--- src/rtl/cache_ctrl_pkg.sv ---
// Shared types, address geometry and helpers for the cache command sequencer.
package cache_ctrl_pkg;

  localparam int ADDR_W      = 32;
  localparam int OFFSET_BITS = 6;
  localparam int INDEX_BITS  = 4;
  localparam int TAG_BITS    = ADDR_W - INDEX_BITS - OFFSET_BITS;
  localparam int SETS        = 1 << INDEX_BITS;

  typedef enum logic [3:0] {
    CMD_READ   = 4'd0,
    CMD_WRITE  = 4'd1,
    CMD_IFETCH = 4'd2,
    CMD_INVAL  = 4'd3,
    CMD_CLEAR  = 4'd8,
    CMD_PRINT  = 4'd9
  } cmd_e;

  typedef enum logic [2:0] {
    IDLE = 3'd0,
    RD   = 3'd1,
    LK   = 3'd2,
    WB   = 3'd3,
    FIL  = 3'd4,
    UPD  = 3'd5,
    CLR  = 3'd6
  } ctrl_state_e;

  typedef enum logic {
    BUS_READ      = 1'b0,
    BUS_WRITEBACK = 1'b1
  } bus_op_e;

  typedef struct packed {
    logic [TAG_BITS-1:0]    tag;
    logic [INDEX_BITS-1:0]  index;
    logic [OFFSET_BITS-1:0] offset;
  } addr_t;

  function automatic addr_t address_parse(input logic [ADDR_W-1:0] addr);
    return addr_t'(addr);
  endfunction

  function automatic logic [ADDR_W-1:0] line_addr(input logic [TAG_BITS-1:0] tag,
                                                  input logic [INDEX_BITS-1:0] index);
    return {tag, index, {OFFSET_BITS{1'b0}}};
  endfunction

endpackage

--- src/rtl/sat_counter.sv ---
// Statistics counter that sticks at all-ones and clears synchronously.
module sat_counter #(
  parameter int CNT_W = 32
) (
  input  logic             clk,
  input  logic             rst_n,
  input  logic             inc,
  input  logic             clr,
  output logic [CNT_W-1:0] cnt
);

  localparam logic [CNT_W-1:0] ONE = CNT_W'(1);

  logic [CNT_W-1:0] cnt_d;
  logic [CNT_W-1:0] cnt_q;

  // next count: clear wins, increment only below the saturation point
  always_comb begin
    cnt_d = cnt_q;
    if (clr) begin
      cnt_d = '0;
    end else if (inc && (cnt_q != '1)) begin
      cnt_d = cnt_q + ONE;
    end else begin
      cnt_d = cnt_q;
    end
  end

  // count register
  always_ff @(posedge clk) begin
    if (!rst_n) begin
      cnt_q <= '0;
    end else begin
      cnt_q <= cnt_d;
    end
  end

  assign cnt = cnt_q;

endmodule

--- src/rtl/cache_ctrl.sv ---
// Trace command sequencer: tag lookup, victim writeback, line fill, tag/LRU update,
// full-array clear and hit/miss statistics. All outputs are registered.
module cache_ctrl
  import cache_ctrl_pkg::*;
#(
  parameter  int WAYS     = 8,
  parameter  int CNT_W    = 32,
  localparam int WAY_BITS = $clog2(WAYS)
) (
  input  logic                  clk,
  input  logic                  rst_n,
  input  logic                  cmd_valid,
  output logic                  cmd_ready,
  input  logic [3:0]            cmd_code,
  input  logic [ADDR_W-1:0]     cmd_addr,
  output logic                  ta_rd_en,
  output logic [INDEX_BITS-1:0] ta_index,
  input  logic                  ta_hit,
  input  logic [WAY_BITS-1:0]   ta_hit_way,
  input  logic [WAY_BITS-1:0]   ta_victim_way,
  input  logic                  ta_victim_valid,
  input  logic                  ta_victim_dirty,
  input  logic [TAG_BITS-1:0]   ta_victim_tag,
  output logic                  ta_wr_en,
  output logic [WAY_BITS-1:0]   ta_wr_way,
  output logic [TAG_BITS-1:0]   ta_wr_tag,
  output logic [1:0]            ta_wr_state,
  output logic                  ta_touch,
  output logic                  bus_req,
  output logic                  bus_op,
  output logic [ADDR_W-1:0]     bus_addr,
  input  logic                  bus_ack,
  output logic                  cache_read,
  output logic                  cache_write,
  output logic                  cache_hit,
  output logic                  cache_miss,
  output logic                  print_req,
  output logic                  cmd_err,
  output logic [CNT_W-1:0]      rd_cnt,
  output logic [CNT_W-1:0]      wr_cnt,
  output logic [CNT_W-1:0]      hit_cnt,
  output logic [CNT_W-1:0]      miss_cnt
);

  localparam int CLR_W = INDEX_BITS + WAY_BITS;
  localparam logic [CLR_W-1:0] CLR_ONE = CLR_W'(1);

  ctrl_state_e           state_q, state_d;
  logic                  cmd_ready_q, cmd_ready_d;
  logic                  ta_rd_en_q, ta_rd_en_d;
  logic [INDEX_BITS-1:0] ta_index_q, ta_index_d;
  logic                  ta_wr_en_q, ta_wr_en_d;
  logic [WAY_BITS-1:0]   ta_wr_way_q, ta_wr_way_d;
  logic [TAG_BITS-1:0]   ta_wr_tag_q, ta_wr_tag_d;
  logic [1:0]            ta_wr_state_q, ta_wr_state_d;
  logic                  ta_touch_q, ta_touch_d;
  logic                  bus_req_q, bus_req_d;
  bus_op_e               bus_op_q, bus_op_d;
  logic [ADDR_W-1:0]     bus_addr_q, bus_addr_d;
  logic                  cache_read_q, cache_read_d;
  logic                  cache_write_q, cache_write_d;
  logic                  cache_hit_q, cache_hit_d;
  logic                  cache_miss_q, cache_miss_d;
  logic                  print_req_q, print_req_d;
  logic                  cmd_err_q, cmd_err_d;
  logic [TAG_BITS-1:0]   tag_q, tag_d;
  logic [INDEX_BITS-1:0] index_q, index_d;
  logic                  is_write_q, is_write_d;
  logic                  is_inval_q, is_inval_d;
  logic [WAY_BITS-1:0]   hit_way_q, hit_way_d;
  logic [WAY_BITS-1:0]   victim_way_q, victim_way_d;
  logic [CLR_W-1:0]      clr_idx_q, clr_idx_d;

  addr_t            cmd_fields_s;
  logic             unused_offset_s;
  logic [CLR_W-1:0] clr_next_s;
  logic             inc_rd_s, inc_wr_s, inc_hit_s, inc_miss_s, clr_cnt_s;

  assign cmd_fields_s    = address_parse(cmd_addr);
  assign unused_offset_s = ^cmd_fields_s.offset;
  assign clr_next_s      = clr_idx_q + CLR_ONE;

  // next-state, registered-output and statistics-strobe decode
  always_comb begin
    state_d       = state_q;
    ta_rd_en_d    = 1'b0;
    ta_index_d    = ta_index_q;
    ta_wr_en_d    = 1'b0;
    ta_wr_way_d   = ta_wr_way_q;
    ta_wr_tag_d   = ta_wr_tag_q;
    ta_wr_state_d = ta_wr_state_q;
    ta_touch_d    = 1'b0;
    bus_req_d     = 1'b0;
    bus_op_d      = bus_op_q;
    bus_addr_d    = bus_addr_q;
    cache_read_d  = 1'b0;
    cache_write_d = 1'b0;
    cache_hit_d   = 1'b0;
    cache_miss_d  = 1'b0;
    print_req_d   = 1'b0;
    cmd_err_d     = 1'b0;
    tag_d         = tag_q;
    index_d       = index_q;
    is_write_d    = is_write_q;
    is_inval_d    = is_inval_q;
    hit_way_d     = hit_way_q;
    victim_way_d  = victim_way_q;
    clr_idx_d     = clr_idx_q;
    inc_rd_s      = 1'b0;
    inc_wr_s      = 1'b0;
    inc_hit_s     = 1'b0;
    inc_miss_s    = 1'b0;
    clr_cnt_s     = 1'b0;

    case (state_q)
      IDLE: begin
        if (cmd_valid && cmd_ready_q) begin
          case (cmd_code)
            CMD_READ, CMD_IFETCH, CMD_WRITE, CMD_INVAL: begin
              tag_d      = cmd_fields_s.tag;
              index_d    = cmd_fields_s.index;
              is_write_d = (cmd_code == CMD_WRITE);
              is_inval_d = (cmd_code == CMD_INVAL);
              ta_rd_en_d = 1'b1;
              ta_index_d = cmd_fields_s.index;
              state_d    = RD;
            end
            CMD_CLEAR: begin
              clr_idx_d     = '0;
              ta_wr_en_d    = 1'b1;
              ta_index_d    = '0;
              ta_wr_way_d   = '0;
              ta_wr_tag_d   = '0;
              ta_wr_state_d = 2'b00;
              state_d       = CLR;
            end
            CMD_PRINT: print_req_d = 1'b1;
            default:   cmd_err_d   = 1'b1;
          endcase
        end else begin
          state_d = IDLE;
        end
      end
      RD: state_d = LK;
      LK: begin
        hit_way_d    = ta_hit_way;
        victim_way_d = ta_victim_way;
        if (is_inval_q) begin
          // on a hit the array reports the hitting line's state on the victim_* lines
          if (ta_hit && ta_victim_dirty) begin
            bus_req_d  = 1'b1;
            bus_op_d   = BUS_WRITEBACK;
            bus_addr_d = line_addr(tag_q, index_q);
            state_d    = WB;
          end else if (ta_hit) begin
            ta_wr_en_d    = 1'b1;
            ta_index_d    = index_q;
            ta_wr_way_d   = ta_hit_way;
            ta_wr_tag_d   = tag_q;
            ta_wr_state_d = 2'b00;
            state_d       = UPD;
          end else begin
            state_d = IDLE;
          end
        end else begin
          cache_read_d  = !is_write_q;
          cache_write_d = is_write_q;
          inc_rd_s      = !is_write_q;
          inc_wr_s      = is_write_q;
          if (ta_hit && is_write_q) begin
            cache_hit_d   = 1'b1;
            inc_hit_s     = 1'b1;
            ta_wr_en_d    = 1'b1;
            ta_touch_d    = 1'b1;
            ta_index_d    = index_q;
            ta_wr_way_d   = ta_hit_way;
            ta_wr_tag_d   = tag_q;
            ta_wr_state_d = 2'b11;
            state_d       = UPD;
          end else if (ta_hit) begin
            cache_hit_d = 1'b1;
            inc_hit_s   = 1'b1;
            ta_touch_d  = 1'b1;
            ta_wr_way_d = ta_hit_way;
            state_d     = IDLE;
          end else begin
            cache_miss_d = 1'b1;
            inc_miss_s   = 1'b1;
            bus_req_d    = 1'b1;
            if (ta_victim_valid && ta_victim_dirty) begin
              bus_op_d   = BUS_WRITEBACK;
              bus_addr_d = line_addr(ta_victim_tag, index_q);
              state_d    = WB;
            end else begin
              bus_op_d   = BUS_READ;
              bus_addr_d = line_addr(tag_q, index_q);
              state_d    = FIL;
            end
          end
        end
      end
      WB: begin
        if (bus_ack && is_inval_q) begin
          ta_wr_en_d    = 1'b1;
          ta_index_d    = index_q;
          ta_wr_way_d   = hit_way_q;
          ta_wr_tag_d   = tag_q;
          ta_wr_state_d = 2'b00;
          state_d       = UPD;
        end else if (bus_ack) begin
          bus_req_d  = 1'b1;
          bus_op_d   = BUS_READ;
          bus_addr_d = line_addr(tag_q, index_q);
          state_d    = FIL;
        end else begin
          bus_req_d = 1'b1;
        end
      end
      FIL: begin
        if (bus_ack) begin
          ta_wr_en_d    = 1'b1;
          ta_touch_d    = 1'b1;
          ta_index_d    = index_q;
          ta_wr_way_d   = victim_way_q;
          ta_wr_tag_d   = tag_q;
          ta_wr_state_d = {1'b1, is_write_q};
          state_d       = UPD;
        end else begin
          bus_req_d = 1'b1;
        end
      end
      UPD: state_d = IDLE;
      CLR: begin
        // clr_idx is {set, way}: ways sweep fastest
        if (clr_idx_q == '1) begin
          clr_cnt_s = 1'b1;
          state_d   = IDLE;
        end else begin
          clr_idx_d     = clr_next_s;
          ta_wr_en_d    = 1'b1;
          ta_index_d    = clr_next_s[CLR_W-1 -: INDEX_BITS];
          ta_wr_way_d   = clr_next_s[WAY_BITS-1:0];
          ta_wr_tag_d   = '0;
          ta_wr_state_d = 2'b00;
        end
      end
      default: state_d = IDLE;
    endcase

    cmd_ready_d = (state_d == IDLE);
  end

  // state, context and registered outputs
  always_ff @(posedge clk) begin
    if (!rst_n) begin
      state_q       <= IDLE;
      cmd_ready_q   <= 1'b0;
      ta_rd_en_q    <= 1'b0;
      ta_index_q    <= '0;
      ta_wr_en_q    <= 1'b0;
      ta_wr_way_q   <= '0;
      ta_wr_tag_q   <= '0;
      ta_wr_state_q <= 2'b00;
      ta_touch_q    <= 1'b0;
      bus_req_q     <= 1'b0;
      bus_op_q      <= BUS_READ;
      bus_addr_q    <= '0;
      cache_read_q  <= 1'b0;
      cache_write_q <= 1'b0;
      cache_hit_q   <= 1'b0;
      cache_miss_q  <= 1'b0;
      print_req_q   <= 1'b0;
      cmd_err_q     <= 1'b0;
      tag_q         <= '0;
      index_q       <= '0;
      is_write_q    <= 1'b0;
      is_inval_q    <= 1'b0;
      hit_way_q     <= '0;
      victim_way_q  <= '0;
      clr_idx_q     <= '0;
    end else begin
      state_q       <= state_d;
      cmd_ready_q   <= cmd_ready_d;
      ta_rd_en_q    <= ta_rd_en_d;
      ta_index_q    <= ta_index_d;
      ta_wr_en_q    <= ta_wr_en_d;
      ta_wr_way_q   <= ta_wr_way_d;
      ta_wr_tag_q   <= ta_wr_tag_d;
      ta_wr_state_q <= ta_wr_state_d;
      ta_touch_q    <= ta_touch_d;
      bus_req_q     <= bus_req_d;
      bus_op_q      <= bus_op_d;
      bus_addr_q    <= bus_addr_d;
      cache_read_q  <= cache_read_d;
      cache_write_q <= cache_write_d;
      cache_hit_q   <= cache_hit_d;
      cache_miss_q  <= cache_miss_d;
      print_req_q   <= print_req_d;
      cmd_err_q     <= cmd_err_d;
      tag_q         <= tag_d;
      index_q       <= index_d;
      is_write_q    <= is_write_d;
      is_inval_q    <= is_inval_d;
      hit_way_q     <= hit_way_d;
      victim_way_q  <= victim_way_d;
      clr_idx_q     <= clr_idx_d;
    end
  end

  sat_counter #(.CNT_W(CNT_W)) u_rd_cnt   (.clk(clk), .rst_n(rst_n), .inc(inc_rd_s),   .clr(clr_cnt_s), .cnt(rd_cnt));
  sat_counter #(.CNT_W(CNT_W)) u_wr_cnt   (.clk(clk), .rst_n(rst_n), .inc(inc_wr_s),   .clr(clr_cnt_s), .cnt(wr_cnt));
  sat_counter #(.CNT_W(CNT_W)) u_hit_cnt  (.clk(clk), .rst_n(rst_n), .inc(inc_hit_s),  .clr(clr_cnt_s), .cnt(hit_cnt));
  sat_counter #(.CNT_W(CNT_W)) u_miss_cnt (.clk(clk), .rst_n(rst_n), .inc(inc_miss_s), .clr(clr_cnt_s), .cnt(miss_cnt));

  assign cmd_ready   = cmd_ready_q;
  assign ta_rd_en    = ta_rd_en_q;
  assign ta_index    = ta_index_q;
  assign ta_wr_en    = ta_wr_en_q;
  assign ta_wr_way   = ta_wr_way_q;
  assign ta_wr_tag   = ta_wr_tag_q;
  assign ta_wr_state = ta_wr_state_q;
  assign ta_touch    = ta_touch_q;
  assign bus_req     = bus_req_q;
  assign bus_op      = bus_op_q;
  assign bus_addr    = bus_addr_q;
  assign cache_read  = cache_read_q;
  assign cache_write = cache_write_q;
  assign cache_hit   = cache_hit_q;
  assign cache_miss  = cache_miss_q;
  assign print_req   = print_req_q;
  assign cmd_err     = cmd_err_q;

endmodule

--- config.mk ---
export PLATFORM = sky130hd
export DESIGN_NAME = cache_ctrl
export DESIGN_NICKNAME = d
export VERILOG_FILES = /design/src/rtl/cache_ctrl_pkg.sv /design/src/rtl/sat_counter.sv /design/src/rtl/cache_ctrl.sv
export SDC_FILE = /design/constraint.sdc
export NUM_CORES = 1
export LEC_CHECK = 0
export ABC_CLOCK_PERIOD_IN_PS = 2500
export CAP_MARGIN = 20
export CORE_MARGIN = 4
export CORE_UTILIZATION = 50
export DETAILED_ROUTE_END_ITERATION = 12
export HOLD_SLACK_MARGIN = 0.12
export PLACE_DENSITY = 0.85
export SLEW_MARGIN = 20
export SYNTH_ARGS = -nofsm -noshare
export SYNTH_HDL_FRONTEND = slang
export SYNTH_SLANG_ARGS = --single-unit
--- constraint.sdc ---
create_clock -name clk -period 2.5 [get_ports clk]
set_input_delay 0.375 -clock clk [delete_from_list [all_inputs] [get_ports clk]]
set_output_delay 0.375 -clock clk [all_outputs]
set_load 0.01 [all_outputs]
# Word level (Yosys, flattened, before mapping)
# Cells that the tools add are included.
# W data, S select, Z words.
# word_totals
input_bits	71
output_inout_bits	203
elab_cells	195
regBits	247
# classes
eq_ne	29
reduce_logical	26
bitwise	1
n_addsub	5
muxes	105
# ops
cell	n
$mux W32	7
$mux W22	9
$add A32 B1 Y32 const B	4
$ne A32 B32 Y1 const B	4
$pmux W22 S5	1
$pmux W32 S2	1
$mux W3	20
$mux W1	36
$mux W4	8
$mux W7	3
$pmux W4 S5	1
$mux W2	9
$ne A3 B3 Y1 const B	6
$pmux W3 S6	1
$reduce_and A9 Y1	2
$pmux W3 S5	1
$pmux W7 S2	1
$ne A2 B2 Y1 const B	6
$pmux W2 S5	1
$logic_and A1 B1 Y1	9
$eq A4 B2 Y1 const B	2
$eq A4 B4 Y1 const B	2
$pmux W4 S2	1
$add A7 B1 Y7 const B	1
other kinds (24)	30

# Depth between registers and ports, before layout
# Gate-level depths: netlist (run 1).
# depth
word_depth	7
mapped_depth	9
mapped_depth_nobuf	6

# Cells and area by module
# From an unflattened synthesis (run 1), not the netlist that was laid out.
# unflattened
cells_unflattened	1391
hier_area_um2	11830.1
# by_module_without_submodules
mod	cells_each	seq_area_each_um2	area_per_inst_um2	n_inst
cache_ctrl	584	2262.2	5078.6	1
sat_counter (u_hit_cnt ...)	203	640.6	1667.8	3
sat_counter (u_wr_cnt)	198	640.6	1747.9	1

# Worst setup path after synthesis (run 1)
# No wires, ideal clock.
# synth_path
path_kind	register to register
from	register clr_idx_q[0]
to	register u_miss_cnt.cnt_q[25], in the netlist u_miss_cnt.cnt[25]
setup_time_ns	0.130
required_ns	2.370
period_less_slack_ns	2.253
slack_ns	0.247
n_path_buf	3
path_stages_with_launch	8
arrival_time_ns	2.124
cell_sequence	dfxtp_1 -> ha_1 -> nand4_1 -> o31ai_1 -> clkbuf_1 -> buf_2 -> buf_2 -> a21oi_1
# synth_via
elab_chain_len	4
# synth_rtl
element	line_no	rtl
start: declaration	cache_ctrl.sv:72	logic [CLR_W-1:0] clr_idx_q, clr_idx_d;
start signal: assignment	cache_ctrl.sv:306	clr_idx_q <= clr_idx_d;
$eq A7 B7 Y1	cache_ctrl.sv:235	if (clr_idx_q == '1) begin
$mux W1	cache_ctrl.sv:235	
$mux W1	cache_ctrl.sv:115	case (state_q)
$reduce_or A2 Y1 (no line)	n/a	
end signal: assignment	sat_counter.sv:34	cnt_q <= cnt_d;
end: declaration	sat_counter.sv:15	logic [CNT_W-1:0] cnt_q;
# Every way passes these cells.
# A chain may end at the register's enable or synchronous reset.

# Worst setup path after layout (run 1)
# layout_path
from	register state_q[1]
to	register u_rd_cnt.cnt_q[19], in the netlist u_rd_cnt.cnt[19]
# layout_via
elab_chain_len	3
elab_cells_between_ends	6
# layout_rtl
element	line_no	rtl
start: declaration	cache_ctrl.sv:48	ctrl_state_e state_q, state_d;
start signal: assignment	cache_ctrl.sv:282	state_q <= state_d;
$eq A3 B3 Y1 or $eq A3 B2 Y1 (tied branches)	cache_ctrl.sv:115	
$mux W1	cache_ctrl.sv:115	
$reduce_or A2 Y1 (no line) or $logic_and A1 B1 Y1 (tied branches)	n/a	
end signal: assignment	sat_counter.sv:34	
end: declaration	sat_counter.sv:15	
# Parallel ways exist; a longest one is shown, timed or not.

==> results of run 1 <==
## layout by cell type, fill, tap and decap left out, drive strengths merged, types with 36 or more instances in the layout
cell type and n:
clkdlybuf4s50 261, dfxtp 241, nand2 218, a21oi 145, nor2 84, o21ai 65
buf 62, mux2i 56, nand3 54, or3 54, nand4 42, or4 41
clkbuf 36
## area by class of cell
type,count,area [sq um]
Timing Repair Buffer,323,3190
Sequential cell,241,4830
Fill cell,1811,7100
Clock inverter,10,103
Clock buffer,36,749
Inverter,17,63.8
Tap cell,285,357
Multi-Input combinational cell,1050,6190
## sequential cells by signal, summed over array words and instances (netlist names), 2 cells and up
name,count
ta_wr_state,2
u_miss_cnt.cnt,32
tag_q,22
ta_wr_way,3
u_rd_cnt.cnt,32
state_q,3
bus_addr,26
hit_way_q,3
clr_idx_q,7
ta_index,4
u_wr_cnt.cnt,32
ta_wr_tag,22
victim_way_q,3
u_hit_cnt.cnt,32
index_q,4
## critical path, cell delays in order (launching register included)
cell and delay [ns]:
dfxtp_2 0.40, or3b_4 0.45, buf_4 0.21, nor3_1 0.16, buf_4 0.16, nand2_1 0.14, or4_1 0.53, a21oi_1 0.20
## metal layers
layer | routed length [um] | GRT usage (%) | vias up | share of wire, %
met5 | 0 | 0 | - | 0
met4 | 1330 | 9.11 | 0 | 3.7
met3 | 2940 | 6.03 | 99 | 8.3
met2 | 17000 | 45.1 | 508 | 48
met1 | 14200 | 33.1 | 5583 | 40
li1 | - | - | 5668 | -
## what timing repair did
action	CTS	global route
gates resized for setup	1	5
hold endpoints to repair	0	0
endpoints found under the setup margin	4	16
## power by group
group / leakage [nW] / switching [mW] / internal, mW
registers: 1.94 / 0.0292 / 3.88
clock network: 0.423 / 1.57 / 2.29
logic: 2.74 / 0.275 / 0.253
total: 5.11 / 1.88 / 6.42
## logic make-up after synthesis
kind of cell | share of synthesized area (%)
compound gates | 18.3
xor+xnor | 1.61
fa+ha+maj | 0.548
buf+inv | 4.00
flops | 42.3
mux | 5.11
other cells | 0.0329
simple gates | 28.1
## worst max path at each step
stage               cells past startpoint                 end         start  slack [ns]
global placement                        8         ta_index[0]        ta_hit        0.04
CTS                                     6  u_miss_cnt.cnt[29]    state_q[1]        0.06
global route                            7  u_miss_cnt.cnt[16]    state_q[0]        0.02
detailed placement                      8         ta_index[1]        ta_hit       -0.06
finish                                  7    u_rd_cnt.cnt[19]    state_q[1]        0.17
floorplan                               7  u_miss_cnt.cnt[25]  clr_idx_q[0]        0.25
## through the flow
stage / std cells / TNS [ns] / hold slack, ns / util, %
after floorplan: 1399 / 0 / 0.436 / -
after global placement: 1916 / 0 / 0.442 / 64.7
after detailed placement: 1916 / -0.126 / 0.451 / 64.7
after CTS: 1962 / 0 / 0.374 / 68.5
after global routing: 1962 / 0 / 0.383 / 68.6
final: 1962 / 0 / 0.387 / 68.6
==> flow_summary.toml, run 1 <==
[global_routing]
grt_pass1_vias = 11300
grt_use_total_pct = 26.4
antenna_found_initial = 0
overflow = 0
grt_start_max_net_pins = 52
grt_pass1_wl_um = 57400

[cts]
cts_root_buffer = "clkbuf_16"
ctsLongestPathBuffers = 3
post-cts-setup-buffers = 0
h-tree-depth = 1
clk_pin_slew_ns = 0.07
ctsHoldBuffers = 0
cts_sinks = 241
cts_buffers = 26
clk_latency_ns = 0.54
cts_tree = "built"

[floorplanning]
die_h_um = 159
die_w_um = 159
die-area_sq_um = 25300
coreArea_sq_um = 22600
io_pins = 274
placementRows = 55
start_util_pct = 50.5

[sta]
layout_setup_ws_ns = 0.171
slew_headroom_pct = 51.8
finalCritPeriodShare_pct = 93.2
period_needed_ns = 2.33
clock.fmax_ghz = 0.429
hold_violations = 0
report.final.slew_viol_count = 0
skew_ns = 0.0130
finalSetupViolations = 0
worst_pin_slew_ns = 0.716
rsz0062_at_grt = "no"

[routing]
ant_nets = 0
wl_per_cell_um = 18.1
drc = 0
drtPass1Iterations = 5
initialDrtViolationCount = 888
vias = 11900
wl_um = 35600
viasPerCell = 6.04

[power]
power_density_nw_per_um2 = 536
p_leak_nw = 5.11
peakVddDrop_uv = 524
power.total_mw = 8.29

[run_status]
status = "finished, final reports clean"

[synth]
synth_top_cells_by_count = "dfxtp_1, nand2_1, a21oi_1, nor2_1, o21ai_0"
ys.warnings.count = 0
yosysUniqueCellTypes = 71
synth-seq-cells = 241
syn_inst = 1394
syn_area_sq_um = 11400
ys_seq_area_share_pct = 42.3
ys.flop_type = "dfxtp_1"
synth_edf_count = 0
ys_top_cells_by_area = "dfxtp_1, nand2_1, a21oi_1"
syn_area_per_cell_sq_um = 8.18
async_flop_share_pct = 0
yosysMostFrequentCell = "dfxtp_1"
synth_largest_area_cell = "dfxtp_1"
yosys.area.top_type_share_pct = 42.3

[cells_and_area]
fin_area_sq_um = 15500
syn2layout_area_growth_pct = 35.7
nets = 1735
drive_gt1_share_pct = 7.87
diodes = 0

[placed_design]
pre_cts_ws_ns = -0.0558
io_buffers = 261
finalWeightedCongestion = 0.891
post-dp-hpwl_um = 24900
placed_cell_area_sq_um = 14600

[worst_setup_path]
reg2reg_slack_ns = 0.17
r2r_start = "state_q[1]"
crit_type = "reg -> reg"
required_ns = 2.95
crit_fanout = 12
endpoint_kind = "flop"
crit_arrival_ns = 2.78
reg2reg_to = "u_rd_cnt.cnt[19]"
reg2reg_depth = 7
startpoint_type = "flop"

[hold_path]
min_path_type = "in -> reg"
hold_depth = 3
whs_endpoint = "tag_q[21]"
min-delay-start = "cmd_addr[31]"

[run]
cap_viol_max_count = 0
No activity file was read; power rests on OpenSTA's default activity.
==> run 2, diff against run 1 <==
ABC_CLOCK_PERIOD_IN_PS = unset   (was 2500)
CORE_UTILIZATION = 54   (was 50)
PLACE_DENSITY = 0.91   (was 0.85)
clock period = 2.9 ns   (was 2.5 ns; I/O delays follow)
==> run 2 against run 1 <==
  * Sequential cell count is the same
  * Clock skew shrank 0.0019 ns
  * Highest routed layer unchanged
  * Count of clock-buffer cells in the layout grew 2
  * Combinational power shrank 16%
  * Total power shrank 15%
  * Final cell count shrank 1.5%
  * Global-route usage grew 1.8 points
  * Non-clock buffer count shrank 18
  * Die area shrank 7.0%
==> flow_summary.toml, run 2 (same netlist as run 1, synthesis figures left out) <==
[run_status]
status = "finished, final reports clean"

[cts]
ctsHoldBuffers = 0
cts_sinks = 241
h-tree-depth = 1
ctsLongestPathBuffers = 3
post-cts-setup-buffers = 0
cts_root_buffer = "clkbuf_16"
cts_resized = 0
cts_buffers = 26
cts_tree = "built"
clk_latency_ns = 0.53
clk_pin_slew_ns = 0.06

[power]
power_density_nw_per_um2 = 466
peakVddDrop_uv = 442
p_leak_nw = 4.97

[worst_setup_path]
r2r_start = "u_rd_cnt.cnt[3]"
slowest_stage = "nor4_1"
crit_arrival_ns = 3.12
crit_fanout = 13
max_stage_delay_ns = 0.76
crit_type = "reg -> reg"
startpoint_type = "flop"
required_ns = 3.35
cp-startpoint = "u_rd_cnt.cnt[3]"
path_cells = "nand4_1, nor4_1, o211ai_1, or3_1, a21oi_1"
endpoint_kind = "flop"
reg2reg_slack_ns = 0.22

[cells_and_area]
layout.cells.non_filler = 1932
syn2layout_area_growth_pct = 33.2
most-common-layout-cells = "clkdlybuf4s50_1, dfxtp_1, nand2_1, a21oi_1, nor2_1"
mostFrequentLayoutCell = "clkdlybuf4s50_1"
nets = 1717
utilization_pct = 74.2
fill_cells = 1440
drive_gt1_share_pct = 6.44

[sta]
worst_pin_slew_ns = 0.917
slew_headroom_pct = 38.3
clock.fmax_ghz = 0.374
finalSetupViolations = 0
rsz0062_at_grt = "no"
fin_setup_tns_ns = 0
report.final.slew_viol_count = 0
worst_hold_slack_ns = 0.454
hold_violations = 0
skew_ns = 0.0111
period_needed_ns = 2.68
layout_setup_ws_ns = 0.223
finalCritPeriodShare_pct = 92.3

[global_routing]
grt_pass1_wl_um = 57000
overflow = 0
grt_pass1_vias = 11500
grt_start_max_net_pins = 58
grt_use_total_pct = 28.2
antenna_found_initial = 1

[routing]
drtPass1Iterations = 6
wl_per_cell_um = 18.5
drc = 0
viasPerCell = 6.21
ant_nets = 0
initialDrtViolationCount = 817
wl_um = 35700
vias = 12000

[placed_design]
post-dp-hpwl_um = 24600
io_buffers = 261
finalWeightedCongestion = 0.912
dp.cells = 1883
pre_cts_ws_ns = 0.0967

[floorplanning]
die_h_um = 153
start_util_pct = 55.7
die-area_sq_um = 23500
placementRows = 52
coreArea_sq_um = 20500
die_w_um = 153
io_pins = 274

[hold_path]
min-delay-start = "cmd_addr[30]"
min_path_type = "in -> reg"

[run]
cap_viol_max_count = 0
==> run 2: cell count changes in the layout (fill, tap and decap cells not counted), moves of 2 or more <==
cell,previous run,this run
buf_12,9,2
clkbuf_8,4,2
nor4_1,18,21
buf_4,53,42
nor4_2,4,1
clkbuf_1,5,9
==> run 2: per-stage QoR <==
stage | power (mW) | instance area [sq um]
final | 7.09 | 15200
after global routing | 7.29 | 15200
after CTS | 7.13 | 15200
after detailed placement | 3.87 | 14400
after global placement | 3.86 | 14400
after floorplan | 3.66 | 11400
==> run 2: layout make-up <==
cell class / count / area (sq um) / area share [%]
diodes: 1 / 2.50 / 0.0165
clock buffers: 38 / 737 / 4.85
clock inverters: 10 / 103 / 0.675
inverters: 17 / 63.8 / 0.420
multi-input cells: 1050 / 6160 / 40.5
flip-flops and latches: 241 / 4820 / 31.7
well taps: 270 / 338 / 2.22
repair buffers: 305 / 2970 / 19.5
==> run 2: power by group <==
group          internal [mW]  switching [mW]
clock                   1.94            1.34
sequential              3.34          0.0270
combinational          0.204           0.237
total                   5.48            1.61
==> run 2: worst paths after layout <==
kind                       to  depth (start not counted)
max reg2reg  u_rd_cnt.cnt[30]                          5
min                 tag_q[20]                          3
max          u_rd_cnt.cnt[30]                          5
min reg2reg      hit_way_q[1]                          2
==> run 2: layer usage <==
layer	GRT usage, %	wire (um)	vias to the layer above
met5	0	0	-
met4	12.2	1670	0
met3	5.91	3070	134
met2	47.9	16900	614
met1	34.8	14100	5629
li1	-	-	5623
==> run 2: critical path, delay by kind of cell, from the launching register on <==
family | cells | cell delay [ns]
and+or+nand+nor | 3 | 1.44
DFF | 1 | 0.45
AOI/OAI and AO/OA | 2 | 0.70
==> run 3, diff against run 2 <==
GPL_ROUTABILITY_DRIVEN = 0   (was unset)
==> results of run 3 <==
The final DEF is identical to that of run 2; final timing and power are the same.
